`config.mk`:
```
export PLATFORM = sky130hd
export DESIGN_NAME = shift_seq_unit
export DESIGN_NICKNAME = d
export VERILOG_FILES = /design/src/rtl/shift_pkg.sv /design/src/rtl/shift_step.sv /design/src/rtl/shift_seq_unit.sv
export SDC_FILE = /design/constraint.sdc
export NUM_CORES = 1
export LEC_CHECK = 0
export ABC_CLOCK_PERIOD_IN_PS = 2400
export BUFFER_PORTS_ARGS = -buffer_cell sky130_fd_sc_hd__buf_2
export CAP_MARGIN = 30
export CELL_PAD_IN_SITES_DETAIL_PLACEMENT = 0
export CELL_PAD_IN_SITES_GLOBAL_PLACEMENT = 1
export CORE_UTILIZATION = 41
export CTS_BUF_LIST = sky130_fd_sc_hd__clkbuf_8
export DETAILED_ROUTE_END_ITERATION = 16
export GPL_TIMING_DRIVEN = 0
export PLACE_DENSITY_LB_ADDON = 0.1
export SLEW_MARGIN = 10
export SYNTH_ARGS = -nofsm -noshare
export SYNTH_HDL_FRONTEND = slang
export SYNTH_SLANG_ARGS = --single-unit
```
`constraint.sdc`:
```
create_clock -name clk -period 2.4 [get_ports clk]
set_input_delay 0.48 -clock clk [delete_from_list [all_inputs] [get_ports clk]]
set_output_delay 0.48 -clock clk [all_outputs]
set_load 0.02 [all_outputs]
```
`src/rtl/shift_pkg.sv`:
```
// Shared encodings for the bit-serial shifter.
// Ops, FSM states and counter width.
package shift_pkg;
  localparam int SHAMT_BITS = 5;

  localparam logic [1:0] OP_SLL = 2'b00;
  localparam logic [1:0] OP_SRL = 2'b01;
  localparam logic [1:0] OP_SRA = 2'b10;
  localparam logic [1:0] OP_RSV = 2'b11;

  localparam logic [1:0] S_IDLE  = 2'd0;
  localparam logic [1:0] S_SHIFT = 2'd1;
  localparam logic [1:0] S_DONE  = 2'd2;
endpackage

```
`src/rtl/shift_step.sv`:
```
// One-bit shift of the working value.
// Reserved op passes the value through.
module shift_step
  import shift_pkg::*;
#(
  parameter int WIDTH = 32
) (
  input  logic [1:0]       op,
  input  logic [WIDTH-1:0] din,
  output logic [WIDTH-1:0] dout
);
  always_comb begin
    dout = din;
    unique case (1'b1)
      (op == OP_SLL): dout = {din[WIDTH-2:0], 1'b0};
      (op == OP_SRL): dout = {1'b0, din[WIDTH-1:1]};
      (op == OP_SRA): dout = {din[WIDTH-1], din[WIDTH-1:1]};
      default:        dout = din;
    endcase
  end
endmodule

```
`src/rtl/shift_seq_unit.sv`:
```
// Bit-serial SLL/SRL/SRA: one position per clock,
// started by a pulse, finished with a done pulse.
module shift_seq_unit
  import shift_pkg::*;
#(
  parameter int WIDTH = 32
) (
  input  logic             clk,
  input  logic             rst_n,
  input  logic             start,
  input  logic [1:0]       op,
  input  logic [WIDTH-1:0] data_in,
  input  logic [WIDTH-1:0] shamt_ext,
  output logic             busy,
  output logic             done,
  output logic [WIDTH-1:0] result,
  output logic             op_err
);
  logic [1:0]            state_q, state_d;
  logic [SHAMT_BITS-1:0] cnt_q, cnt_d;
  logic [WIDTH-1:0]      work_q, work_d;
  logic [1:0]            op_q, op_d;
  logic [WIDTH-1:0]      res_q, res_d;
  logic                  err_q, err_d;
  logic [WIDTH-1:0]      step_out;
  logic                  unused_hi;

  assign unused_hi = ^shamt_ext[WIDTH-1:SHAMT_BITS];

  shift_step #(.WIDTH(WIDTH)) u_step (
    .op  (op_q),
    .din (work_q),
    .dout(step_out)
  );

  always_comb begin
    state_d = state_q;
    cnt_d   = cnt_q;
    work_d  = work_q;
    op_d    = op_q;
    res_d   = res_q;
    err_d   = err_q;
    unique case (state_q)
      S_IDLE: begin
        if (start) begin
          work_d = data_in;
          op_d   = op;
          cnt_d  = shamt_ext[SHAMT_BITS-1:0];
          err_d  = 1'b0;
          if (op == OP_RSV) begin
            err_d   = 1'b1;
            res_d   = data_in;
            state_d = S_DONE;
          end else if (shamt_ext[SHAMT_BITS-1:0] == '0) begin
            res_d   = data_in;
            state_d = S_DONE;
          end else begin
            state_d = S_SHIFT;
          end
        end
      end
      S_SHIFT: begin
        // count is at least 1 here, so it never wraps
        work_d = step_out;
        cnt_d  = cnt_q - 1'b1;
        if (cnt_q == SHAMT_BITS'(1)) begin
          res_d   = step_out;
          state_d = S_DONE;
        end
      end
      S_DONE:  state_d = S_IDLE;
      default: state_d = S_IDLE;
    endcase
  end

  always_ff @(posedge clk or negedge rst_n) begin
    if (!rst_n) begin
      state_q <= S_IDLE;
      cnt_q   <= '0;
      work_q  <= '0;
      op_q    <= OP_SLL;
      res_q   <= '0;
      err_q   <= 1'b0;
    end else begin
      state_q <= state_d;
      cnt_q   <= cnt_d;
      work_q  <= work_d;
      op_q    <= op_d;
      res_q   <= res_d;
      err_q   <= err_d;
    end
  end

  assign busy   = (state_q == S_SHIFT);
  assign done   = (state_q == S_DONE);
  assign result = res_q;
  assign op_err = err_q;
endmodule

```
==> results of run 1 <==
==> state kept, by name (all words and copies together) (netlist names) <==
register,flops
result,32
work_q,32
cnt_q,5
op_q,2
state_q,2
op_err,1
==> worst paths after layout <==
path                       startpoint  slack [ns]    endpoint  cells after the start
setup / recovery             cnt_q[1]        0.40  result[15]                      6
max in group asynchronous       rst_n        1.83    cnt_q[3]                      2
min in group clk                op[1]        0.36     op_q[1]                      3
hold reg to reg                op_err        0.49      op_err                      2
setup reg to reg             cnt_q[1]        0.40  result[15]                      6
hold / removal                  rst_n    -0.00006  result[21]                      1
==> kinds of logic after synthesis <==
logic type	share of synthesized area
AOI/OAI and AO/OA	0.141
adders and majority gates	0.00632
muxes	0.0971
DFF	0.468
buffers and inverters	0.0797
and+or+nand+nor	0.208
==> cells in the final DEF, fill, tap and decap left out, drive strengths merged, types with 3 or more instances in the layout <==
| master | Yosys | final |
|---|---|---|
| a21oi | 36 | 36 |
| buf | 18 | 94 |
| clkbuf | 14 | 24 |
| clkinv | 0 | 3 |
| dfrtp | 74 | 74 |
| inv | 39 | 39 |
| mux2 | 3 | 3 |
| mux2i | 35 | 35 |
| nand2 | 72 | 72 |
| nand2b | 30 | 30 |
| nand4 | 28 | 28 |
| nor2 | 32 | 32 |
| o21ai | 7 | 7 |
| o221ai | 29 | 29 |
==> what timing repair did <==
| action | in CTS | in global routing |
|---|---|---|
| hold buffers | 0 | 0 |
| endpoints found under the hold margin | 0 | 0 |
| endpoints found under the setup margin | 0 | 1 |
==> cell type report <==
| type | count | area [µm²] | area share |
|---|---|---|---|
| sequential | 74 | 1850 | 0.391 |
| multi-input combinational | 293 | 1790 | 0.378 |
| clock inverter | 5 | 78.8 | 0.0166 |
| tap | 129 | 161 | 0.0340 |
| inverter | 39 | 146 | 0.0309 |
| timing repair buffer | 77 | 410 | 0.0865 |
| clock buffer | 10 | 138 | 0.0290 |
| buffer | 31 | 165 | 0.0348 |
==> power by group <==
group / switching (mW) / internal, mW
sequential: 0.402 / 1.90
combinational: 2.58 / 1.47
clock: 0.466 / 0.607
total: 3.45 / 3.98
==> worst max-delay path, cell delays in order, from the launching register on <==
cell and delay (ns):
dfrtp_1 0.38, inv_1 0.10, ha_1 0.14, or4b_1 0.51, o22ai_4 0.37, buf_8 0.21
mux2i_1 0.20
==> metrics by stage <==
stage / worst slack [ns] / instances / total power, mW / utilization
2_1_floorplan: 0.474 / 438 / 5.22 / -
3_3_place_gp: 0.222 / 643 / 6.32 / 0.485
3_5_place_dp: 0.206 / 644 / 6.40 / 0.488
4_1_cts: 0.0460 / 659 / 7.50 / 0.511
5_1_grt: 0.291 / 658 / 8.07 / 0.511
6_report: 0.396 / 658 / 7.43 / 0.511
==> layer usage <==
layer / GRT usage / part of all wire
met1: 0.287 / 0.48
met2: 0.335 / 0.46
met3: 0.0418 / 0.042
met4: 0.0814 / 0.014
met5: 0 / 0
==> qor.yml, run 1 <==
run_status:
  status: "complete, but fails checks"
  violations: "hold timing"
placement:
  hpwl_um: 7220
  placed_area_mm2: 0.00453
  io_buffers: 76
  place.gp.congestion: 0.853
synthesis:
  synthCells: 438
  synth_top_area_cell: "dfrtp_1"
  ys_seq_area_frac: 0.468
  ys_top_cells_by_area: "dfrtp_1, mux2i_1, nand2_1"
  synth-edff-count: 0
  synth_top_area_frac: 0.468
  synth_cell_types: 34
  postSynthAreaPerCell_um2: 9.04
  yosysMostFrequentCell: "dfrtp_1"
  ys.flop_type: "dfrtp_1"
  yosys_warnings: 0
  netlist_top_cells_count: "dfrtp_1, nand2_1, inv_1"
  async_flop_share: 1.00
  synthesis.nets: 509
  syn_area_mm2: 0.00396
  synth_seq_cells: 74
pwr:
  ir_worst_vdd_mv: 0.659
  p_leak_nw: 2.20
  power.density_mw_per_mm2: 1570
sta:
  slew_headroom: 0.475
  finClkSkew_ns: 0.0171
  rsz0062_at_grt: "false"
  max_freq_mhz: 499
  final_max_slew_viol_count: 0
  hold_viol_final: 1
  worst_pin_slew_ns: 0.785
  finalSetupTns_ns: 0
  min_period_ns: 2.00
  hold_slack_ns: -0.0000555
  finalSetupViolCount: 0
  timing.final.crit_share: 0.835
clocking:
  clk_pin_slew_ns: 0.09
  cts_setup_buffers: 0
  cts_tree: "done"
  cts_root_buffer: "clkbuf_8"
  clockBufferDepth: 2
  clock_latency_ns: 0.35
  cts-resized-gates: 0
  cts.sinks: 74
  cts_inserted_buffers: 9
  cts-htree-levels: 3
cells_and_area:
  area_growth_pct: 19.8
  insertedDiodeCount: 0
  nets: 596
  layout-drive-gt1-share: 0.212
  fillCellCount: 953
  fin_area_mm2: 0.00474
worst_hold_path:
  hold_path.class: "in -> async"
routing:
  routed_via_density: 5.26
  drt_wl_total_um: 9910
  route.detailed.drc: 0
  antenna_left: 0
  drt_iter0_markers: 202
  detailroute.via_count: 3463
  drtPass1Iterations: 4
  avgRoutedWirePerCell_um: 15.1
worst_setup_path:
  critPathRequiredTime_ns: 2.67
  crit_path_start_kind: "register"
  critPathCaptureType: "register"
  crit_fanout: 10
  critPathArrivalTime_ns: 2.27
  crit_type: "reg -> reg"
grt:
  antenna_found_initial: 0
  grt_pass1_wl_um: 16600
  grt-ovfl-total: 0
  grt_use_total: 0.212
  grt_max_degree: 55
  grt_pass1_vias: 3444
floorplanning:
  initial_core_util: 0.426
  fp.dieH_um: 100
  core-area_mm2: 0.00928
  die-area_mm2: 0.0100
  die_w_um: 100
  io-pin-count: 104
  fp-row-count: 35
job:
  drv_cap: 0
Note: power is estimated with default switching activity, not from simulation.
==> run 2, diff against run 1 <==
Settings changed: ABC_CLOCK_PERIOD_IN_PS 2400 to 2020.
Clock period 2.4 ns to 2.02 ns, I/O delays scaled along.
==> run 2 against run 1 <==
  * The run now ends clean
  * Setup slack lost 0.33 ns
  * Via count up 0.92%
  * Combinational power increased by 21%
  * Critical path type unchanged
  * Largest cell class unchanged
  * Largest power group unchanged
==> qor.yml, run 2 (synthesis results as in run 1) <==
run_status:
  status: "finished, final reports clean"
floorplanning:
  die_w_um: 100
  io-pin-count: 104
  initial_core_util: 0.426
  die-area_mm2: 0.0100
  core-area_mm2: 0.00928
  fp.dieH_um: 100
  fp-row-count: 35
job:
  drv_cap: 0
worst_setup_path:
  crit_path_start_kind: "register"
  crit_fanout: 5
  slowest_delay_ns: 0.51
  critPathCaptureType: "register"
  reg2reg_from: "cnt_q[1]"
  critPathRequiredTime_ns: 2.25
  slowest_stage: "or4b_1"
  cp_cell_sequence: "inv_1 > ha_1 > or4b_1 > o22ai_4 > buf_12 > mux2_2"
  crit_start: "cnt_q[1]"
  critPathArrivalTime_ns: 2.18
  crit_type: "reg -> reg"
grt:
  grt_pass1_vias: 3454
  grt_use_total: 0.212
  grt_pass1_wl_um: 16600
  grt_max_degree: 55
  grt-ovfl-total: 0
  antenna_found_initial: 0
sta:
  slew_headroom: 0.482
  worst_pin_slew_ns: 0.775
  hold_viol_final: 0
  timing.final.crit_share: 0.966
  min_period_ns: 1.95
  finalSetupViolCount: 0
  finClkSkew_ns: 0.0160
  finalSetupTns_ns: 0
  final_max_slew_viol_count: 0
  max_freq_mhz: 513
clocking:
  cts_root_buffer: "clkbuf_8"
  clk_pin_slew_ns: 0.07
  cts.sinks: 74
  clock_latency_ns: 0.36
  clockBufferDepth: 2
  cts_inserted_buffers: 9
  cts_tree: "done"
  cts-htree-levels: 3
pwr:
  power.internal_mw: 4.80
  combPwrFrac: 0.551
  p_clk_frac: 0.143
  p_sw_frac: 0.462
  switching_power_mw: 4.12
  p_leak_nw: 2.24
  power.density_mw_per_mm2: 1850
  ir_worst_vdd_mv: 0.790
  power_frac_seq: 0.306
cells_and_area:
  final_cell_mix: "buf_2, dfrtp_1, nand2_1, inv_1, a21oi_1"
  insertedDiodeCount: 0
  layout-drive-gt1-share: 0.225
  final_common_cell: "buf_2"
  layout.cells.non_filler: 662
  area_growth_pct: 21.9
  nets: 600
  fillCellCount: 943
  fin_area_mm2: 0.00482
routing:
  avgRoutedWirePerCell_um: 15.2
  routed_via_density: 5.28
  drtPass1Iterations: 5
  drt_wl_total_um: 10000
  drt_iter0_markers: 204
  route.detailed.drc: 0
  detailroute.via_count: 3495
  antenna_left: 0
placement:
  dp_cells: 644
  io_buffers: 76
  place.gp.congestion: 0.853
  placed_area_mm2: 0.00453
  hpwl_um: 7220
worst_hold_path:
  holdCritStartpoint: "op[1]"
  hold_path.class: "in -> reg"
[run 2: cell type report]
| type | instances | area (µm²) | share of cell area |
|---|---|---|---|
| multi-input combinational | 293 | 1790 | 0.371 |
| buffer | 31 | 184 | 0.0381 |
| inverter | 39 | 148 | 0.0306 |
| clock buffer | 10 | 138 | 0.0285 |
| sequential | 74 | 1850 | 0.384 |
| timing repair buffer | 81 | 473 | 0.0980 |
| clock inverter | 5 | 78.8 | 0.0163 |
| tap | 129 | 161 | 0.0335 |
[run 2: stage by stage]
step | util | setup WS (ns) | hold slack (ns) | total power [mW]
after floorplan | - | 0.170 | 0.108 | 6.20
after global routing | 0.520 | -0.00308 | 0.289 | 9.67
after detailed placement | 0.488 | -0.0982 | 0.318 | 7.61
after global placement | 0.485 | -0.0823 | 0.459 | 7.51
final | 0.520 | 0.0689 | 0.278 | 8.92
after CTS | 0.513 | 0.00534 | 0.267 | 8.91
[run 2: repair_timing]
action	in CTS	in global routing
setup buffers	1	1
hold endpoints to repair	20	0
setup endpoints to repair	3	50
resized for setup	0	15
cloned	0	1
hold buffers	1	0
pin swaps	1	1
[run 2: layer usage]
layer,vias up,wire length [µm],global-route usage
li1,1720,-,-
met1,1647,4720,0.283
met2,115,4660,0.338
met3,13,518,0.0425
met4,0,146,0.0825
met5,-,0,0
[run 2: worst paths after layout]
kind,to,slack (ns),cells after the start
max,result[31],0.07,6
min,op_q[1],0.28,3
max reg2reg,result[31],0.07,6
min reg2reg,op_err,0.48,2
max in group asynchronous,work_q[31],0.98,3
min in group asynchronous,result[21],0.47,2
[run 2: power by group through the flow]
stage / combinational [mW] / sequential, mW / clock, mW
global route: 5.46 / 2.83 / 1.39
detailed placement: 4.85 / 2.75 / 0
floorplan: 3.09 / 3.11 / 0
global placement: 4.77 / 2.73 / 0
CTS: 4.86 / 2.73 / 1.32
finish: 4.91 / 2.73 / 1.28
[run 2: critical path, delay by kind of cell, from the launching register on]
kind	cells	cell delay, ns
adder cells (fa/ha/maj)	1	0.14
buffers and inverters	2	0.26
multiplexers	1	0.33
AND/OR/NAND/NOR	1	0.51
AO/OA/AOI/OAI	1	0.22
flip-flops	1	0.38
==> run 3, diff against run 2 <==
Settings changed: PLACE_DENSITY from default to 0.85, PLACE_DENSITY_LB_ADDON 0.1 to default.
==> run 3 against run 2 <==
  * Core utilization shrank 0.88 points
  * Wire length down 2.1%
  * Die area unchanged
  * Largest cell class unchanged
  * Clock-buffer cell count decreased by 1
  * Critical path type unchanged
  * Power down 2.6%
  * Critical endpoint unchanged
  * Via count decreased by 0.49%
  * Register-to-register slack improved by 0.05 ns
  * Setup slack improved by 0.055 ns
  * Maximum frequency is 2.9% higher
  * Final cell count down 0.15%
  * First-iteration DRC count is 7.4% lower
==> qor.yml, run 3 (synthesis results as in run 1) <==
clocking:
  clockBufferDepth: 2
  cts-htree-levels: 3
  cts_tree: "done"
  clk_pin_slew_ns: 0.07
  hold_buffers: 0
  cts.sinks: 74
  cts_inserted_buffers: 9
  clock_latency_ns: 0.35
  cts_root_buffer: "clkbuf_8"
grt:
  grt_use_total: 0.210
  grt_pass1_wl_um: 16500
  grt_max_degree: 39
  antenna_found_initial: 0
  grt-ovfl-total: 0
  grt_pass1_vias: 3355
worst_setup_path:
  critPathCaptureType: "register"
  slowest_delay_ns: 0.48
  cp_cell_sequence: "inv_1 > ha_1 > or4b_4 > o22ai_4 > buf_12 > mux2_2"
  crit_type: "reg -> reg"
  critPathArrivalTime_ns: 2.13
  cpLargestDelayFamily: "simple AND/OR/NAND/NOR gates"
  critPathRequiredTime_ns: 2.25
  crit_path_start_kind: "register"
  crit_fanout: 5
  cp_num_buf_inv: 2
  slowest_stage: "or4b_4"
cells_and_area:
  layout.cells.non_filler: 661
  fin_area_mm2: 0.00474
  nets: 598
  fillCellCount: 933
  final_common_cell: "buf_2"
  final_cell_mix: "buf_2, dfrtp_1, nand2_1, inv_1, a21oi_1"
  layout-drive-gt1-share: 0.220
  area_growth_pct: 19.9
  final_util: 0.511
  insertedDiodeCount: 0
pwr:
  p_sw_frac: 0.469
  power.internal_mw: 4.61
  p_clk_frac: 0.124
  p_leak_nw: 2.22
  switching_power_mw: 4.08
  power.density_mw_per_mm2: 1830
  power_mw: 8.69
  ir_worst_vdd_mv: 0.681
  combPwrFrac: 0.559
  power_frac_seq: 0.316
sta:
  finalSetupViolCount: 0
  final_max_slew_viol_count: 0
  min_period_ns: 1.90
  finClkSkew_ns: 0.00717
  timing.final.crit_share: 0.939
  hold_viol_final: 0
  layout_setup_ws_ns: 0.124
  slew_headroom: 0.444
  worst_pin_slew_ns: 0.831
  finalSetupTns_ns: 0
  max_freq_mhz: 527
  rsz0062_at_grt: "false"
  hold_slack_ns: 0.0194
placement:
  pre_cts_slack_ns: -0.108
  io_buffers: 76
  dp_cells: 644
  hpwl_um: 7210
  place.gp.congestion: 0.839
  placed_area_mm2: 0.00452
routing:
  detailroute.via_count: 3478
  route.detailed.drc: 0
  avgRoutedWirePerCell_um: 14.9
  drt_iter0_markers: 189
  drtPass1Iterations: 5
  antenna_left: 0
  routed_via_density: 5.26
  drt_wl_total_um: 9830
floorplanning:
  die_w_um: 100
  initial_core_util: 0.426
  die-area_mm2: 0.0100
  io-pin-count: 104
  fp.dieH_um: 100
  fp-row-count: 35
  core-area_mm2: 0.00928
job:
  drv_cap: 0
run_status:
  status: "finished, final reports clean"
worst_hold_path:
  hold_path.class: "in -> async"
[run 3: power by group through the flow]
stage	sequential, mW	clock, mW	combinational, mW
4_1_cts	2.74	1.11	4.83
2_1_floorplan	3.11	0	3.09
6_report	2.75	1.08	4.86
5_1_grt	2.85	1.19	5.43
3_5_place_dp	2.76	0	4.82
3_3_place_gp	2.74	0	4.72
[run 3: worst register-to-register path, cell delays in order (launching register included)]
cell and delay (ns):
dfrtp_1 0.39, inv_1 0.10, ha_1 0.14, or4b_4 0.48, o22ai_4 0.21, buf_12 0.15, mux2_2 0.33
[run 3: repair_timing]
action	in CTS	in global routing
pin swaps	1	0
setup buffers	2	0
setup endpoints to repair	5	54
resized for setup	0	16
[run 3: worst paths after layout]
check / depth (start not counted) / endpoint / startpoint / slack (ns)
worst max-delay path: 6 / result[31] / cnt_q[1] / 0.12
worst min-delay path: 1 / result[18] / rst_n / 0.02
min in group clk: 3 / op_q[1] / op[1] / 0.29
worst min register to register: 2 / op_err / op_err / 0.50
max in group asynchronous: 2 / work_q[1] / rst_n / 1.42
worst max register to register: 6 / result[31] / cnt_q[1] / 0.12
[run 3: final cells by class]
cell class,instances,area (µm²),area share
plain buffers,31,179,0.0377
repair buffers,79,430,0.0907
inverters,39,148,0.0311
flip-flops and latches,74,1850,0.390
well taps,129,161,0.0340
clock inverters,7,55.1,0.0116
clock buffers,9,124,0.0261
multi-input cells,293,1790,0.378
[run 3: per-layer routing]
layer / wire length (µm) / vias to the layer above / global-route usage
li1: - / 1717 / -
met1: 4660 / 1634 / 0.287
met2: 4490 / 115 / 0.334
met3: 568 / 12 / 0.0494
met4: 108 / 0 / 0.0557
met5: 0 / - / 0
